`src/rtl/rst_seq_pkg.sv`:
```
// rtl/rst_seq_pkg.sv - shared state encoding and reset-cause codes for the reset sequencer
package rst_seq_pkg;

  typedef enum logic [1:0] {
    HOLD      = 2'd0,
    RELEASE   = 2'd1,
    RUN       = 2'd2,
    SW_ASSERT = 2'd3
  } state_e;

  localparam logic [1:0] CAUSE_POR = 2'b01;
  localparam logic [1:0] CAUSE_SW  = 2'b10;
  localparam logic [1:0] CAUSE_WDT = 2'b11;

endpackage

```
`src/rtl/rst_sync_2ff.sv`:
```
// rtl/rst_sync_2ff.sv - two-flop reset synchronizer: asynchronous assert, release on the 2nd clean edge
module rst_sync_2ff (
  input  logic clk,
  input  logic rst_i,
  output logic rst_o
);

  logic meta_q;
  logic sync_q;

  always_ff @(posedge clk or posedge rst_i) begin
    if (rst_i) begin
      meta_q <= 1'b1;
      sync_q <= 1'b1;
    end else begin
      meta_q <= 1'b0;
      sync_q <= meta_q;
    end
  end

  assign rst_o = sync_q;

endmodule

```
`src/rtl/rst_sequencer.sv`:
```
// rtl/rst_sequencer.sv - staged reset release with software restart; watchdog restart under RST_SEQ_WDT_EN
module rst_sequencer
  import rst_seq_pkg::*;
#(
  parameter int NUM_STAGES  = 3,
  parameter int STAGE_DLY   = 16,
  parameter int SW_RST_LEN  = 8,
  parameter int CNT_W       = 8,
  parameter int WDT_TIMEOUT = 1024
) (
  input  logic                  clk,
  input  logic                  rst,
  input  logic                  sw_rst_req,
`ifdef RST_SEQ_WDT_EN
  input  logic                  wdt_kick,
`endif
  output logic [NUM_STAGES-1:0] stage_rst,
  output logic                  seq_done,
  output logic                  busy,
  output logic [1:0]            rst_cause
);

  localparam int IDX_W = (NUM_STAGES > 1) ? $clog2(NUM_STAGES) : 1;
  localparam logic [CNT_W-1:0] STAGE_TC = CNT_W'(STAGE_DLY - 1);
  localparam logic [CNT_W-1:0] SW_TC    = CNT_W'(SW_RST_LEN - 1);

  if (NUM_STAGES < 1 || NUM_STAGES > 8 || STAGE_DLY < 1 || SW_RST_LEN < 1 || WDT_TIMEOUT < 2) begin : g_bad_params
    $error("rst_sequencer: parameter out of range");
  end

  logic rst_int;

  rst_sync_2ff u_rst_sync (
    .clk   (clk),
    .rst_i (rst),
    .rst_o (rst_int)
  );

  state_e                 state_q;
  logic [CNT_W-1:0]       cnt_q;
  logic [CNT_W-1:0]       cnt_d;
  logic [IDX_W-1:0]       idx_q;
  logic [NUM_STAGES-1:0]  stage_q;
  logic                   done_q;
  logic [1:0]             cause_q;
  logic                   sw_req_ok;
  logic                   restart;
  logic [1:0]             restart_cause;

  assign cnt_d     = (cnt_q == '1) ? cnt_q : cnt_q + 1'b1;
  assign sw_req_ok = sw_rst_req && (state_q == RUN || state_q == RELEASE);

`ifdef RST_SEQ_WDT_EN
  localparam int WDT_W = $clog2(WDT_TIMEOUT + 1);

  logic [WDT_W-1:0] wdt_q;
  logic             wdt_expired;

  assign wdt_expired   = (state_q == RUN) && (wdt_q == WDT_W'(WDT_TIMEOUT - 1)) && !wdt_kick;
  assign restart       = sw_req_ok || wdt_expired;
  // A coincident software request takes precedence in the reported cause.
  assign restart_cause = sw_req_ok ? CAUSE_SW : CAUSE_WDT;

  always_ff @(posedge clk or posedge rst_int) begin
    if (rst_int) begin
      wdt_q <= '0;
    end else if (state_q != RUN || wdt_kick || restart) begin
      wdt_q <= '0;
    end else begin
      wdt_q <= wdt_q + 1'b1;
    end
  end
`else
  assign restart       = sw_req_ok;
  assign restart_cause = CAUSE_SW;
`endif

  always_ff @(posedge clk or posedge rst_int) begin
    if (rst_int) begin
      state_q <= HOLD;
      cnt_q   <= '0;
      idx_q   <= '0;
      stage_q <= '1;
      done_q  <= 1'b0;
      cause_q <= CAUSE_POR;
    end else if (restart) begin
      state_q <= SW_ASSERT;
      cnt_q   <= '0;
      stage_q <= '1;
      done_q  <= 1'b0;
      cause_q <= restart_cause;
    end else begin
      case (state_q)
        HOLD: begin
          if (cnt_q == STAGE_TC) begin
            cnt_q      <= '0;
            stage_q[0] <= 1'b0;
            if (NUM_STAGES == 1) begin
              done_q  <= 1'b1;
              state_q <= RUN;
            end else begin
              idx_q   <= IDX_W'(1);
              state_q <= RELEASE;
            end
          end else begin
            cnt_q <= cnt_d;
          end
        end
        RELEASE: begin
          if (cnt_q == STAGE_TC) begin
            cnt_q   <= '0;
            stage_q <= stage_q & ~(NUM_STAGES'(1) << idx_q);
            if (idx_q == IDX_W'(NUM_STAGES - 1)) begin
              done_q  <= 1'b1;
              state_q <= RUN;
            end else begin
              idx_q <= idx_q + 1'b1;
            end
          end else begin
            cnt_q <= cnt_d;
          end
        end
        RUN: begin
          cnt_q <= '0;
        end
        SW_ASSERT: begin
          if (cnt_q == SW_TC) begin
            cnt_q   <= '0;
            state_q <= HOLD;
          end else begin
            cnt_q <= cnt_d;
          end
        end
        default: begin
          state_q <= HOLD;
          cnt_q   <= '0;
        end
      endcase
    end
  end

  assign stage_rst = stage_q;
  assign seq_done  = done_q;
  assign busy      = ~done_q;
  assign rst_cause = cause_q;

endmodule

```
`config.mk`:
```
export PLATFORM = sky130hd
export DESIGN_NAME = rst_sequencer
export DESIGN_NICKNAME = d
export VERILOG_FILES = /design/src/rtl/rst_seq_pkg.sv /design/src/rtl/rst_sync_2ff.sv /design/src/rtl/rst_sequencer.sv
export SDC_FILE = /design/constraint.sdc
export NUM_CORES = 1
export LEC_CHECK = 0
export CELL_PAD_IN_SITES_DETAIL_PLACEMENT = 0
export CELL_PAD_IN_SITES_GLOBAL_PLACEMENT = 1
export CORE_MARGIN = 2
export CORE_UTILIZATION = 35
export DETAILED_ROUTE_END_ITERATION = 7
export PLACE_DENSITY = 0.7
export SYNTH_ARGS = -nofsm -noshare
export SYNTH_HDL_FRONTEND = slang
export SYNTH_HIERARCHICAL = 1
export SYNTH_SLANG_ARGS = --single-unit
```
`constraint.sdc`:
```
create_clock -name clk -period 0.9 [get_ports clk]
set_input_delay 0.18 -clock clk [delete_from_list [all_inputs] [get_ports clk]]
set_output_delay 0.18 -clock clk [all_outputs]
set_load 0.005 [all_outputs]
```
==> After elaboration in Yosys (flattened, before gate mapping) <==
Index checks and enable logic that the tools add are counted.
{ "word_totals": {"regBits": 20, "in_bits": 3, "output_inout_bits": 7, "elab_cells": 68} }
{ "op_classes": {"n_addsub": 2, "eq_ne": 14, "n_shift": 1, "mux": 23, "bitwise": 4, "reduce_logical": 15} }
{ "op_table": {"columns": ["op", "n"], "rows": [
  ["8-bit two-way mux", 4],
  ["8-bit case mux with 3 select lines", 1],
  ["2-bit two-way mux", 8],
  ["5-bit AND reduction", 2],
  ["8-bit by 1-bit adder with 8-bit output (second input constant)", 1],
  ["8-bit by 3-bit equality test with 1-bit output (second input constant)", 1],
  ["8-bit by 4-bit equality test with 1-bit output (second input constant)", 1],
  ["8-bit equality test (second input constant)", 1],
  ["2-bit nonzero test", 4],
  ["2-bit equality test (second input constant)", 3],
  ["3-bit two-way mux", 2],
  ["3-bit by 2-bit inequality test with 1-bit output (second input constant)", 2],
  ["3-bit inequality test (second input constant)", 2],
  ["2-bit case mux with 3 select lines", 1],
  ["3-bit AND reduction", 2],
  ["1-bit two-way mux", 5],
  ["2-bit inequality test (second input constant)", 2],
  ["2-bit case mux with 2 select lines", 1],
  ["4-bit nonzero test", 1],
  ["3-bit AND", 1],
  ["3-bit inverter", 1],
  ["3-bit nonzero test", 1],
  ["1-bit by 2-bit left shift with 3-bit output (first input constant)", 1],
  ["2-bit by 1-bit adder with 2-bit output (second input constant)", 1],
  ["9 further kinds", 10]
]} }

==> Logic depth before layout (Yosys ltp) <==
{ "depth": {"word_depth": 6, "mapped_depth": 7, "depth_no_buf": 6} }

==> By module <==
Netlist, hierarchy kept.
{ "modules_own_cells": {"columns": ["module", "instances", "cells_each", "area_each_um2", "seq_area_each_um2"], "rows": [
  ["rst_sequencer", 1, 118, 1133.6, 455.4],
  ["rst_sync_2ff", 1, 4, 60.1, 52.6]
]} }

==> Worst setup path before layout <==
Ideal clock, no wire load.
{ "synth_timing": {"path_kind": "register to register", "start": "register state_q[0]", "end": "register idx_q[0]", "t_arrival_ps": 1672, "t_required_ps": 772, "path_slack_ps": -899, "path_stages_with_launch": 7, "period_less_slack_ps": 1799, "cell_sequence": "dfrtp_1 > inv_1 > ha_1 > and2_1 > clkbuf_1 > nor3_2 > mux2_1"} }
{ "synth_between": {"elab_chain_len": 5, "word_cells_on_any_way": 12} }
{ "synth_lines": {"columns": ["element", "line_no", "text"], "rows": [
  ["start, declared", "rst_sequencer.sv:39", "state_e state_q;"],
  ["start signal, assigned", "rst_sequencer.sv:80", "state_q <= HOLD;"],
  ["start signal, assigned", "rst_sequencer.sv:87", "state_q <= SW_ASSERT;"],
  ["start signal, assigned", "rst_sequencer.sv:100", "state_q <= RUN;"],
  ["2-bit equality test / 2-bit by 1-bit equality test with 1-bit output (equally long branches)", "rst_sequencer.sv:51, rst_sequencer.sv:93", null],
  ["1-bit logical OR", "rst_sequencer.sv:51", "assign sw_req_ok = sw_rst_req && (state_q == RUN || state_q == RELEASE);"],
  ["1-bit logical AND", "rst_sequencer.sv:51", null],
  ["1-bit inverter (no source line)", null, null],
  ["5-bit AND reduction (no source line)", null, null],
  ["end signal, assigned", "rst_sequencer.sv:117", "idx_q <= idx_q + 1'b1;"],
  ["end, declared", "rst_sequencer.sv:42", "logic [IDX_W-1:0] idx_q;"]
]} }
Several ways; a longest one is shown, not always the timed one.
A chain may end at the register's enable or synchronous reset.

==> Worst setup path after layout <==
{ "layout_timing": {"start": "register state_q[1]", "end": "register state_q[0]"} }
{ "layout_between": {"elab_chain_len": 5, "word_cells_on_any_way": 14} }
{ "layout_lines": {"columns": ["element", "line_no"], "rows": [
  ["2-bit equality test / 2-bit by 1-bit equality test with 1-bit output (equally long branches)", "rst_sequencer.sv:51, rst_sequencer.sv:93"],
  ["1-bit logical OR", "rst_sequencer.sv:51"],
  ["1-bit logical AND", "rst_sequencer.sv:51"],
  ["3-bit inequality test (no source line) (tied with other cells)", null],
  ["5-bit AND reduction (no source line)", null]
]} }
Several ways; a longest one is shown, not always the timed one.

==> run summary <==
via-per-instance ratio -> 4.71
buffer type at the clock tree root -> sky130_fd_sc_hd__clkbuf_4
clock buffers created by TritonCTS -> 3
via count of the first global-routing pass -> 1,132
CP Data Arrival Time -> 1.95 ns
number of max-capacitance violations reported -> 0
violated checks -> negative setup slack
ratio of final minimum period to clock period -> 195%
level count of the clock H-tree -> 1
Setup Skew -> 0.00722 ns
fill cell instance count of the final layout -> 296
die height -> 62.4 um
result of the run -> finished, violations left
total iterations of the first detailed-routing run -> 4
initial antenna violation count -> 0
placed cells -> 211
total routing resource utilization after global routing -> 15.3%
Cell variety after synth -> 46
critical path launch point type -> register
warning count from the yosys run -> 6
die area -> 3890 um^2
Layout Area Growth over Synthesis -> 68.9%
leading cell types in the layout, fill and taps excluded -> sky130_fd_sc_hd__buf_4 (41), sky130_fd_sc_hd__dfrtp_1 (14), sky130_fd_sc_hd__nor2_1 (9), sky130_fd_sc_hd__buf_6 (9), sky130_fd_sc_hd__inv_1 (7)
Ant. Diodes -> 0
power density normalized to cell area -> 2910 nW/um^2
wire length of the first global-routing pass -> 4860 um
unrepaired setup endpoints after global routing -> true
number of buffers inserted by port buffering -> 9
count of flip-flops with a built-in enable after synthesis -> 0
count of clock tree sinks -> 20
worst-path fanout max -> 4
number of nets still failing antenna checks after routing -> 0
overflow left after global routing -> 0
leading register cell type out of synthesis -> sky130_fd_sc_hd__dfrtp_1
total via count in the routed design -> 1,075
count of pins over their slew limit -> 0
1st-iter DRT viols -> 8
FFs w/ async S/R, synth -> 100%
final routed wire length divided by cell count -> 13.4 um
top-level port count -> 10
final count of hold timing violations -> 0
total number of placement rows -> 21
Post-Synthesis Net Count -> 134
pin count of the biggest net entering global routing -> 19
count of placed standard cells in the final layout, fillers left out -> 228
capturing element type of the critical path -> register
final setup violation count -> 25
commonest non-fill, non-tap cell in the layout -> sky130_fd_sc_hd__buf_4
residual DRC count -> 0
hpwl dp -> 2120 um
initial core utilization -> 36.1%
Tmin final -> 1.76 ns
highest clock rate -> 569 MHz
number of instances in the synthesized netlist -> 122
worst hold path class -> input port to async pin
Crit Path Class -> register to register
number of register bits inferred by synthesis -> 20
Die X -> 62.4 um
DRT Wirelength -> 3060 um
share of layout cells above drive strength 1 -> 58.8%
CTS tree -> done
post-route worst setup slack -> -0.857 ns
routability cong. -> 0.814
total leakage power -> 0.869 nW
cell area after synthesis -> 1190 um^2
worst-case clock buffer depth -> 2
Seq/Total Area, Yosys -> 42.6%
worst path required time -> 1.10 ns
worst-skew pair later-pin latency -> 0.30 ns
Mean Syn Cell Area -> 9.78 um^2
Final Net Count -> 195
placeable core region -> 3310 um^2
number of buffers added to fix hold violations after cts -> 0
Max IR drop VDD -> 0.00157 V
Worst-path clk slew -> 0.12 ns
Finished Core Util -> 60.9%
## power breakdown
group / leakage [nW] / total (mW) / switching, mW / internal, mW
clock network: 0.0279 / 0.730 / 0.280 / 0.450
logic: 0.608 / 3.90 / 1.78 / 2.12
registers: 0.233 / 1.24 / 0.132 / 1.11
## final cells by class
class                   instances  area [um^2]  share of cell area [%]
well taps                      46         57.6                    2.86
repair buffers                 60          514                    25.5
multi-input cells              88          846                    42.0
clock buffers                   3         22.5                    1.12
clock inverters                 1         30.0                    1.49
inverters                      10         37.5                    1.86
flip-flops and latches         20          508                    25.2
## through the flow
stage                     TNS [ns]  hold WS [ns]  power [mW]  instance area [um^2]  worst slack, ns
after global routing        -14.49         0.192        6.27                  2020           -0.914
after detailed placement    -13.17         0.264        3.91                  1690           -0.836
after CTS                   -13.31         0.187        4.82                  1770           -0.849
after global placement      -12.82         0.257        3.86                  1690           -0.806
final                       -13.21         0.195        5.87                  2020           -0.857
after floorplan              -8.74        0.0915        2.83                  1260           -0.761
## path summary, 6_finish.rpt
path	from	cells past startpoint	slack [ns]	endpoint
setup / recovery	state_q[1]	6	-0.86	state_q[0]
hold / removal	rst	2	0.19	u_rst_sync/meta_q
setup reg to reg	state_q[1]	6	-0.86	state_q[0]
hold reg to reg	u_rst_sync/rst_o	2	0.26	cnt_q[4]
max in group asynchronous	u_rst_sync/rst_o	2	0.43	rst_cause[0]
min in group clk	u_rst_sync/meta_q	0	0.37	u_rst_sync/rst_o
## what timing repair did
item	4_1_cts	5_1_grt
gates resized for setup	32	35
endpoints found under the setup margin	25	25
pin swaps	3	23
buffers inserted	6	7
## cell usage after synthesis (all sizes together) (2+ instances only)
cell type	count	share of area, %
dfrtp	14	29
and2	4	2.3
o211ai	3	2.3
inv	10	3.1
mux2i	3	2.5
ha	9	9.4
xnor2	2	1.5
clkbuf	3	0.94
a21oi	7	2.9
dfstp	6	13
nor2	13	4.1
o21ai	2	0.84
a211oi	2	1.7
nand2	8	2.5
nor3	3	1.7
nor4	2	1.0
a21o	2	1.3
and3	2	1.2
nand3	6	2.5
## metal layers
layer	routed length (um)	vias to the layer above	GRT usage, %	part of all wire, %
li1	-	548	-	-
met1	1300	514	20.0	43
met2	1700	11	26.3	56
met3	41	2	1.62	1.3
met4	10	0	5.56	0.33
met5	0	-	0	0
## registers in the layout, summed over array words and instances, names as in the netlist
register,count
u_rst_sync/rst_o,1
idx_q,2
rst_cause,2
u_rst_sync/meta_q,1
state_q,2
seq_done,1
cnt_q,8
stage_rst,3
## worst max-delay path, cell delays in order (launching register included)
cell	delay, ns
sky130_fd_sc_hd__dfrtp_1	0.40
sky130_fd_sc_hd__inv_2	0.10
sky130_fd_sc_hd__ha_2	0.22
sky130_fd_sc_hd__mux2i_1	0.27
sky130_fd_sc_hd__o211ai_1	0.19
sky130_fd_sc_hd__and2_4	0.19
sky130_fd_sc_hd__o311a_1	0.28
## logic make-up (layout without fill, tap and decap cells)
| family | Yosys count | count (layout) | synth area share (%) |
|---|---|---|---|
| XOR/XNOR | 3 | 3 | 2.20 |
| multiplexers | 4 | 4 | 3.46 |
| AO/OA/AOI/OAI | 25 | 25 | 17.1 |
| adder cells (fa/ha/maj) | 9 | 9 | 9.43 |
| other | 1 | 1 | 0.314 |
| AND/OR/NAND/NOR | 46 | 46 | 20.4 |
| buffers and inverters | 14 | 74 | 4.51 |
| flip-flops | 20 | 20 | 42.6 |
Note: power is estimated with default switching activity, not from simulation.
